<file path="src/rtl/uart_rx.sv">
// UART receiver, 8N1, LSB first. The line is oversampled at CLKS_PER_BIT
// system clocks per bit and each bit is sampled at its midpoint. The stop bit
// is timed but its value is not checked.
module uart_rx #(
   parameter int CLKS_PER_BIT = 54
) (
   input  logic       i_Clock,
   input  logic       i_Reset,
   input  logic       i_Rx_Serial,
   output logic       o_Rx_Done,
   output logic [7:0] o_Rx_Byte
);

   // Counter only needs to reach CLKS_PER_BIT-1.
   localparam int CW = (CLKS_PER_BIT > 1) ? $clog2(CLKS_PER_BIT) : 1;
   localparam logic [CW-1:0] BIT_LAST  = CW'(CLKS_PER_BIT - 1);
   localparam logic [CW-1:0] HALF_LAST = CW'((CLKS_PER_BIT - 1) / 2);

   typedef enum logic [2:0] {IDLE, START, DATA, STOP, CLEANUP} state_t;

   state_t        state;
   logic [CW-1:0] clk_cnt;
   logic [2:0]    bit_idx;
   logic          rx_meta;
   logic          rx_sync;

   // Two-flop synchronizer; resets to the idle (high) line level so reset
   // release never looks like a start edge.
   always_ff @(posedge i_Clock) begin
      if (i_Reset) begin
         rx_meta <= 1'b1;
         rx_sync <= 1'b1;
      end else begin
         rx_meta <= i_Rx_Serial;
         rx_sync <= rx_meta;
      end
   end

   // Frame FSM: find start edge, confirm at mid start bit, then sample each
   // data bit one bit period later, wait to mid stop bit and pulse done.
   always_ff @(posedge i_Clock) begin
      if (i_Reset) begin
         state     <= IDLE;
         clk_cnt   <= '0;
         bit_idx   <= '0;
         o_Rx_Done <= 1'b0;
         o_Rx_Byte <= 8'h00;
      end else begin
         o_Rx_Done <= 1'b0;
         case (state)
            IDLE: begin
               clk_cnt <= '0;
               bit_idx <= '0;
               if (!rx_sync) state <= START;
            end
            START: begin
               if (clk_cnt == HALF_LAST) begin
                  clk_cnt <= '0;
                  // Line went back high before mid start bit: treat as glitch.
                  state   <= rx_sync ? IDLE : DATA;
               end else begin
                  clk_cnt <= clk_cnt + 1'b1;
               end
            end
            DATA: begin
               if (clk_cnt != BIT_LAST) begin
                  clk_cnt <= clk_cnt + 1'b1;
               end else begin
                  clk_cnt            <= '0;
                  o_Rx_Byte[bit_idx] <= rx_sync;
                  bit_idx            <= bit_idx + 1'b1;
                  if (bit_idx == 3'd7) state <= STOP;
               end
            end
            STOP: begin
               if (clk_cnt != BIT_LAST) begin
                  clk_cnt <= clk_cnt + 1'b1;
               end else begin
                  clk_cnt   <= '0;
                  o_Rx_Done <= 1'b1;
                  state     <= CLEANUP;
               end
            end
            CLEANUP: begin
               state <= IDLE;
            end
            default: state <= IDLE;
         endcase
      end
   end

endmodule

</file>
<file path="config.mk">
export PLATFORM = sky130hd
export DESIGN_NAME = uart_rx
export DESIGN_NICKNAME = d
export VERILOG_FILES = /design/src/rtl/uart_rx.sv
export SDC_FILE = /design/constraint.sdc
export NUM_CORES = 1
export LEC_CHECK = 0
export CORE_MARGIN = 4
export CORE_UTILIZATION = 50
export DETAILED_ROUTE_END_ITERATION = 12
export PLACE_DENSITY_LB_ADDON = 0.1
export SLEW_MARGIN = 20
export SYNTH_ARGS = -nofsm -noshare
export SYNTH_HDL_FRONTEND = slang
export SYNTH_SLANG_ARGS = --single-unit
</file>
<file path="constraint.sdc">
create_clock -name i_Clock -period 1.69 [get_ports i_Clock]
set_input_delay 0.2535 -clock i_Clock [delete_from_list [all_inputs] [get_ports i_Clock]]
set_output_delay 0.2535 -clock i_Clock [all_outputs]
set_load 0.05 [all_outputs]
</file>
Word-level counts from Yosys, hierarchy flattened
Cells that the tools add are included.

$lt $le $gt $ge: 2. Muxes and demuxes: 16. Reduce and logical (&&, ||, !) cells: 9. Bitwise logic cells: 2. $add $sub $neg: 2. Equal/unequal tests: 11.

Operators with widths (number): 3-bit two-way mux (6); 6-bit one-hot mux with 3 select lines (1); 6-bit two-way mux (2); 3-bit one-hot mux with 4 select lines (1); 2-bit inequality test (second input constant) (5); 8-bit bitwise mux (1); 6-bit by 1-bit adder with 6-bit output (second input constant) (1); 3-bit by 2-bit equality test with 1-bit output (second input constant) (2); 6-bit by 5-bit equality test with 1-bit output (second input constant) (1); 6-bit inequality test (second input constant) (1); 3-bit one-hot mux with 2 select lines (1); 5-bit AND reduction (1); 3-bit by 4-bit < comparator with 1-bit output (second input constant) (1); 2-bit AND reduction (2); 2-bit OR reduction (2); 3-bit by 1-bit adder with 3-bit output (second input constant) (1); 1-bit demux with 3-bit select (1); 3-bit by 1-bit equality test with 1-bit output (second input constant) (1); 3-bit equality test (second input constant) (1); 3-bit by 1-bit >= comparator with 1-bit output (second input constant) (1); 3-bit zero test (1); 3-bit nonzero test (1); 1-bit two-way mux (2); 2-bit two-way mux (1); 3 further kinds (4).

Input bits: 3. Output and inout bits: 9. Bits in registers: 23. Logic and storage cells: 49.

Logic depth before layout (Yosys ltp)
Word-level depth: 5. Gate-level depth with buffers: 6. Mapped depth without buffers: 6.

Worst setup path before layout
No wires, ideal clock.

Path kind: reg2reg. Start: register clk_cnt[0]. End: register o_Rx_Byte[4]. Required time: 1561 ps. Arrival time: 1544 ps. Buffers on the path: 0. Clock period less this slack: 1673 ps. Library setup time: 129 ps. Setup slack: 17 ps. Cell stages (with the launch flop): 6. Cell sequence: dfxtp_1 > ha_1 > nand4b_4 > or4_4 > o31ai_2 > a21oi_1.

Word-level cells in the longest chain between the ends: 3.

RTL lines: start, declared (RTL line 22) `logic [CW-1:0] clk_cnt;`; start signal, assigned (RTL line 62) `clk_cnt <= clk_cnt + 1'b1;`; start signal, assigned (RTL line 67) `clk_cnt <= clk_cnt + 1'b1;`; start signal, assigned (RTL line 77) `clk_cnt <= clk_cnt + 1'b1;`; 6-bit inequality test (RTL line 66) `if (clk_cnt != BIT_LAST) begin`; 1-bit NOT (no source line); 2-bit AND reduction (no source line); end signal, assigned by index (RTL line 70) `o_Rx_Byte[bit_idx] <= rx_sync;`; end, declared (RTL line 11) `output logic [7:0] o_Rx_Byte`.

No other way between the ends. A chain may end at the register's enable or synchronous reset.

Worst setup path after layout
Start: register state[0]. End: register o_Rx_Byte[4].

Word-level cells in the longest chain between the ends: 2.

RTL lines: start, declared (RTL line 21) `state_t state;`; start signal, assigned (RTL line 60) `state <= rx_sync ? IDLE : DATA;`; 3-bit by 2-bit equality test with 1-bit output (RTL line 50) `case (state)`; 2-bit AND reduction (no source line).

No other way between the ends.

==> results.txt <==
- The clock passes through at most 2 buffers.
- The flow ran to the end, and the final reports show no timing, DRC or antenna violations.
- Number of distinct standard cells referenced by the synthesized netlist: 39
* Finished Layout Cells: 190
* Category of the worst setup path capture point: flip-flop
* Final Critical Period: 1.60 ns
- For this run, the number of Yosys warnings is 0.
- Signal arrival time at the worst endpoint: 1.81 ns
- Initial cell density of the core: 53.6%
* Worst setup slack for register-to-register paths: 0.09 ns
- Layout-stage area growth over the synthesis result: 21.1%
* CTS sink cnt: 23
* Class of the worst hold path: reg2reg
* Half-perimeter wire length of the detailed placement result: just over 2000 µm
- The synthesized design contains 0 enable-type register cells.
* Part of the Yosys area used for sequential elements: 38.1%
- Maximum level of the CTS H-tree: 1
- The initial antenna violation count is 0.
- The critical path is of the reg2reg type.
- Max-cap violations in this run came to 0.
- CP bufs+invs: 0
- Cell with the largest stage delay on the worst path: sky130_fd_sc_hd__or4_4
- The analysis attributes to cell leakage a power of about 0.57 nW.
* Cell taking the most area after synthesis: sky130_fd_sc_hd__dfxtp_1
- Kind of launch point of the worst setup path: flip-flop
- The count of nets left with antenna violations once routing finished came out at 0.
- Later-pin clock latency in the skew report: 0.30 ns
- In this run the post-CTS setup repair buffer count came out at 0.
* DRT Pass-1 Iters: 4
* Placeable core area: approximately 0.0023 mm²
- Summed over all failing endpoints, the final setup total negative slack is 0 ns.
- The final layout contains routed wiring with a total length of between 2000 and 3000 µm.
* Most repeated cell in the gate-level netlist after synthesis: sky130_fd_sc_hd__dfxtp_1
- The total count of hold-check failures in the final report came to 0.
- Post-CTS clock slew at the launch and capture registers of the worst setup and hold paths: 0.12 ns
- Clk Tree Root Cell: sky130_fd_sc_hd__clkbuf_4
- The die covers 0.00327 mm².
- Top cells by instance count after synthesis: 23 x sky130_fd_sc_hd__dfxtp_1, 13 x sky130_fd_sc_hd__a21oi_1, 10 x sky130_fd_sc_hd__nand2_1
- Of all nets on the critical path, the largest fanout is 9.
- Most used flip-flop cell after synthesis: sky130_fd_sc_hd__dfxtp_1
- Layout cells sized above 1: 24.7%
- Overall via count from detail_route: 1124
* Count of endpoints failing setup in the final report: 0
- For this run, asynchronously set or reset flops after synthesis account for 0%.
- Synthesized area divided by synthesized cell count: roughly 8.6 µm²
- Routability-driven placement finished with a final weighted congestion of 0.797.
* Power density over the cells: 578 mW/mm²
- Vias per cell: around 5.9
- Based on the critical path, the design can be clocked at up to 0.623 GHz.
- Final layout net count: 171
* Syn Std Cell Area: 0.00121 mm²
- Traced cell by cell, the critical path runs through or2_4 -> or4_4 -> o31ai_2 -> a21oi_1.
* Register bit total from synthesis: 23
- Final critical-path share of the clock period: 94.9%
- Placement Rows: 17
* Synth top area cells: sky130_fd_sc_hd__dfxtp_1 38%, sky130_fd_sc_hd__a21oi_1 5.4%, sky130_fd_sc_hd__ha_1 5.2%, sky130_fd_sc_hd__mux2i_1 3.3%, sky130_fd_sc_hd__nand2_1 3.1%
- The number of placed instances, taps included, is 186.
- Total DRC errors in the routed layout: 0
- The first global-routing pass estimated ~4700 µm of wire.
- Measured along the x axis, the die boundary spans 57.2 µm.
- Routed length per instance: 14.6 µm
- TritonCTS built the clock tree.
- Peak ir drop on the vdd network: 0.467 mV
- The synthesized design devotes to its leading area cell type 38.1% of total area.
* Quantity of I/O buffers inserted on ports: 11
- The via count of the first global-routing pass was 1088.
- STA puts the critical path data required time at 1.89 ns.
- The largest single stage delay on the critical path is 0.53 ns.
- In this run the vertical extent of the chip is about 57 µm.
- Worst Clk Skew: 0.00538 ns
- The number of antenna diodes in the final layout is 0.
- During I/O placement, the number of pins put on the boundary was 12.
* Post-synthesis instance total: 141
- Clock tree synthesis inserted a total of 3 buffers.
- Total Routing Usage GR: 17.7%
* Number of DRC markers in iteration 0: 29
* Mapped Nets: 149
* Final-report max-slew violation count: 0
- Summed over all layers, the global routing overflow is 0.
* Largest delay contributor family on the critical path: simple AND/OR/NAND/NOR gates
- Transition time at the pin with the least slew margin: 0.399 ns
- Headroom to the max-slew limit came out at 73.3%.
- Entering global routing, the biggest net connects 13 pins.
path summary, 6_finish.rpt:
check / startpoint / depth (start not counted) / endpoint
worst min register to register: rx_meta$_SDFF_PP1_ / 1 / rx_sync$_SDFF_PP1_
worst min-delay path: rx_meta$_SDFF_PP1_ / 1 / rx_sync$_SDFF_PP1_
worst max-delay path: state[0]$_SDFFE_PP0P_ / 4 / o_Rx_Byte[4]$_SDFFE_PP0P_
worst max register to register: state[0]$_SDFFE_PP0P_ / 4 / o_Rx_Byte[4]$_SDFFE_PP0P_
per-layer routing:
metal | share of wire [%] | up-vias | global-route usage [%]
met1 | 46 | 531 | 22.0
met4 | 1.3 | 0 | 5.63
met3 | 4.3 | 4 | 4.07
met2 | 48 | 28 | 30.3
li1 | - | 561 | -
met5 | 0 | - | 0
metrics by stage:
step	worst slack (ns)	cell area [µm²]	power [W]	hold slack, ns	utilization [%]
after floorplan	0.0165	1210	0.000586	0.357	-
after global placement	0.0743	1410	0.000608	0.392	62.4
after detailed placement	0.0213	1410	0.000610	0.406	62.4
after CTS	0.00946	1430	0.000855	0.436	63.5
after global routing	-0.00784	1460	0.000891	0.452	64.9
final	0.0855	1460	0.000847	0.437	64.9
cell usage in the layout, fill, tap and decap left out, types with 2 or more instances in the layout:
master / n
sky130_fd_sc_hd__a21oi_1: 13
sky130_fd_sc_hd__ha_1: 4
sky130_fd_sc_hd__nand2b_1: 2
sky130_fd_sc_hd__inv_1: 5
sky130_fd_sc_hd__clkbuf_4: 3
sky130_fd_sc_hd__nand3b_1: 2
sky130_fd_sc_hd__o31ai_1: 2
sky130_fd_sc_hd__or2_2: 2
sky130_fd_sc_hd__nand4_1: 3
sky130_fd_sc_hd__dfxtp_1: 23
sky130_fd_sc_hd__and2_1: 3
sky130_fd_sc_hd__clkdlybuf4s50_1: 2
sky130_fd_sc_hd__nand4b_1: 3
sky130_fd_sc_hd__mux2i_1: 4
sky130_fd_sc_hd__and3_1: 2
sky130_fd_sc_hd__nor3_1: 6
sky130_fd_sc_hd__nor2_1: 9
sky130_fd_sc_hd__nand2_1: 10
sky130_fd_sc_hd__o22ai_1: 4
sky130_fd_sc_hd__o21ai_0: 6
sky130_fd_sc_hd__a31oi_1: 3
sky130_fd_sc_hd__nand3_1: 5
sky130_fd_sc_hd__or4_1: 2
sky130_fd_sc_hd__nor4_2: 4
sky130_fd_sc_hd__buf_4: 24
worst register-to-register path: stages, from the launching register on:
cell and delay [ns]:
sky130_fd_sc_hd__dfxtp_1 0.36, sky130_fd_sc_hd__or2_4 0.29, sky130_fd_sc_hd__or4_4 0.53, sky130_fd_sc_hd__o31ai_2 0.23, sky130_fd_sc_hd__a21oi_1 0.09
flip-flops by register name, indices dropped and copies added, names as in the netlist:
name / cells
bit_idx: 3
clk_cnt: 6
rx_sync: 1
o_Rx_Done: 1
o_Rx_Byte: 8
rx_meta: 1
state: 3
power breakdown:
group	switching [W]	internal [W]
sequential	0.00000299	0.000547
combinational	0.0000272	0.0000231
clock	0.000155	0.0000919
total	0.000185	0.000662
area by class of cell:
type | instances | area [µm²]
well taps | 28 | 35.0
clock buffers | 4 | 26.3
repair buffers | 26 | 200
fillers | 211 | 791
inverters | 5 | 18.8
flip-flops and latches | 23 | 460
multi-input cells | 104 | 723
what timing repair did:
item | 4_1_cts | 5_1_grt
setup endpoints to repair | 0 | 9
gates resized for setup | 0 | 6
hold buffers | 0 | 0
kinds of logic after synthesis:
family	share of synthesized area, %
compound gates	17.7
fa+ha+maj	5.18
buf+inv	4.66
flops	38.1
mux	3.31
simple gates	31.1
Power figures use the tool's default switching activity.
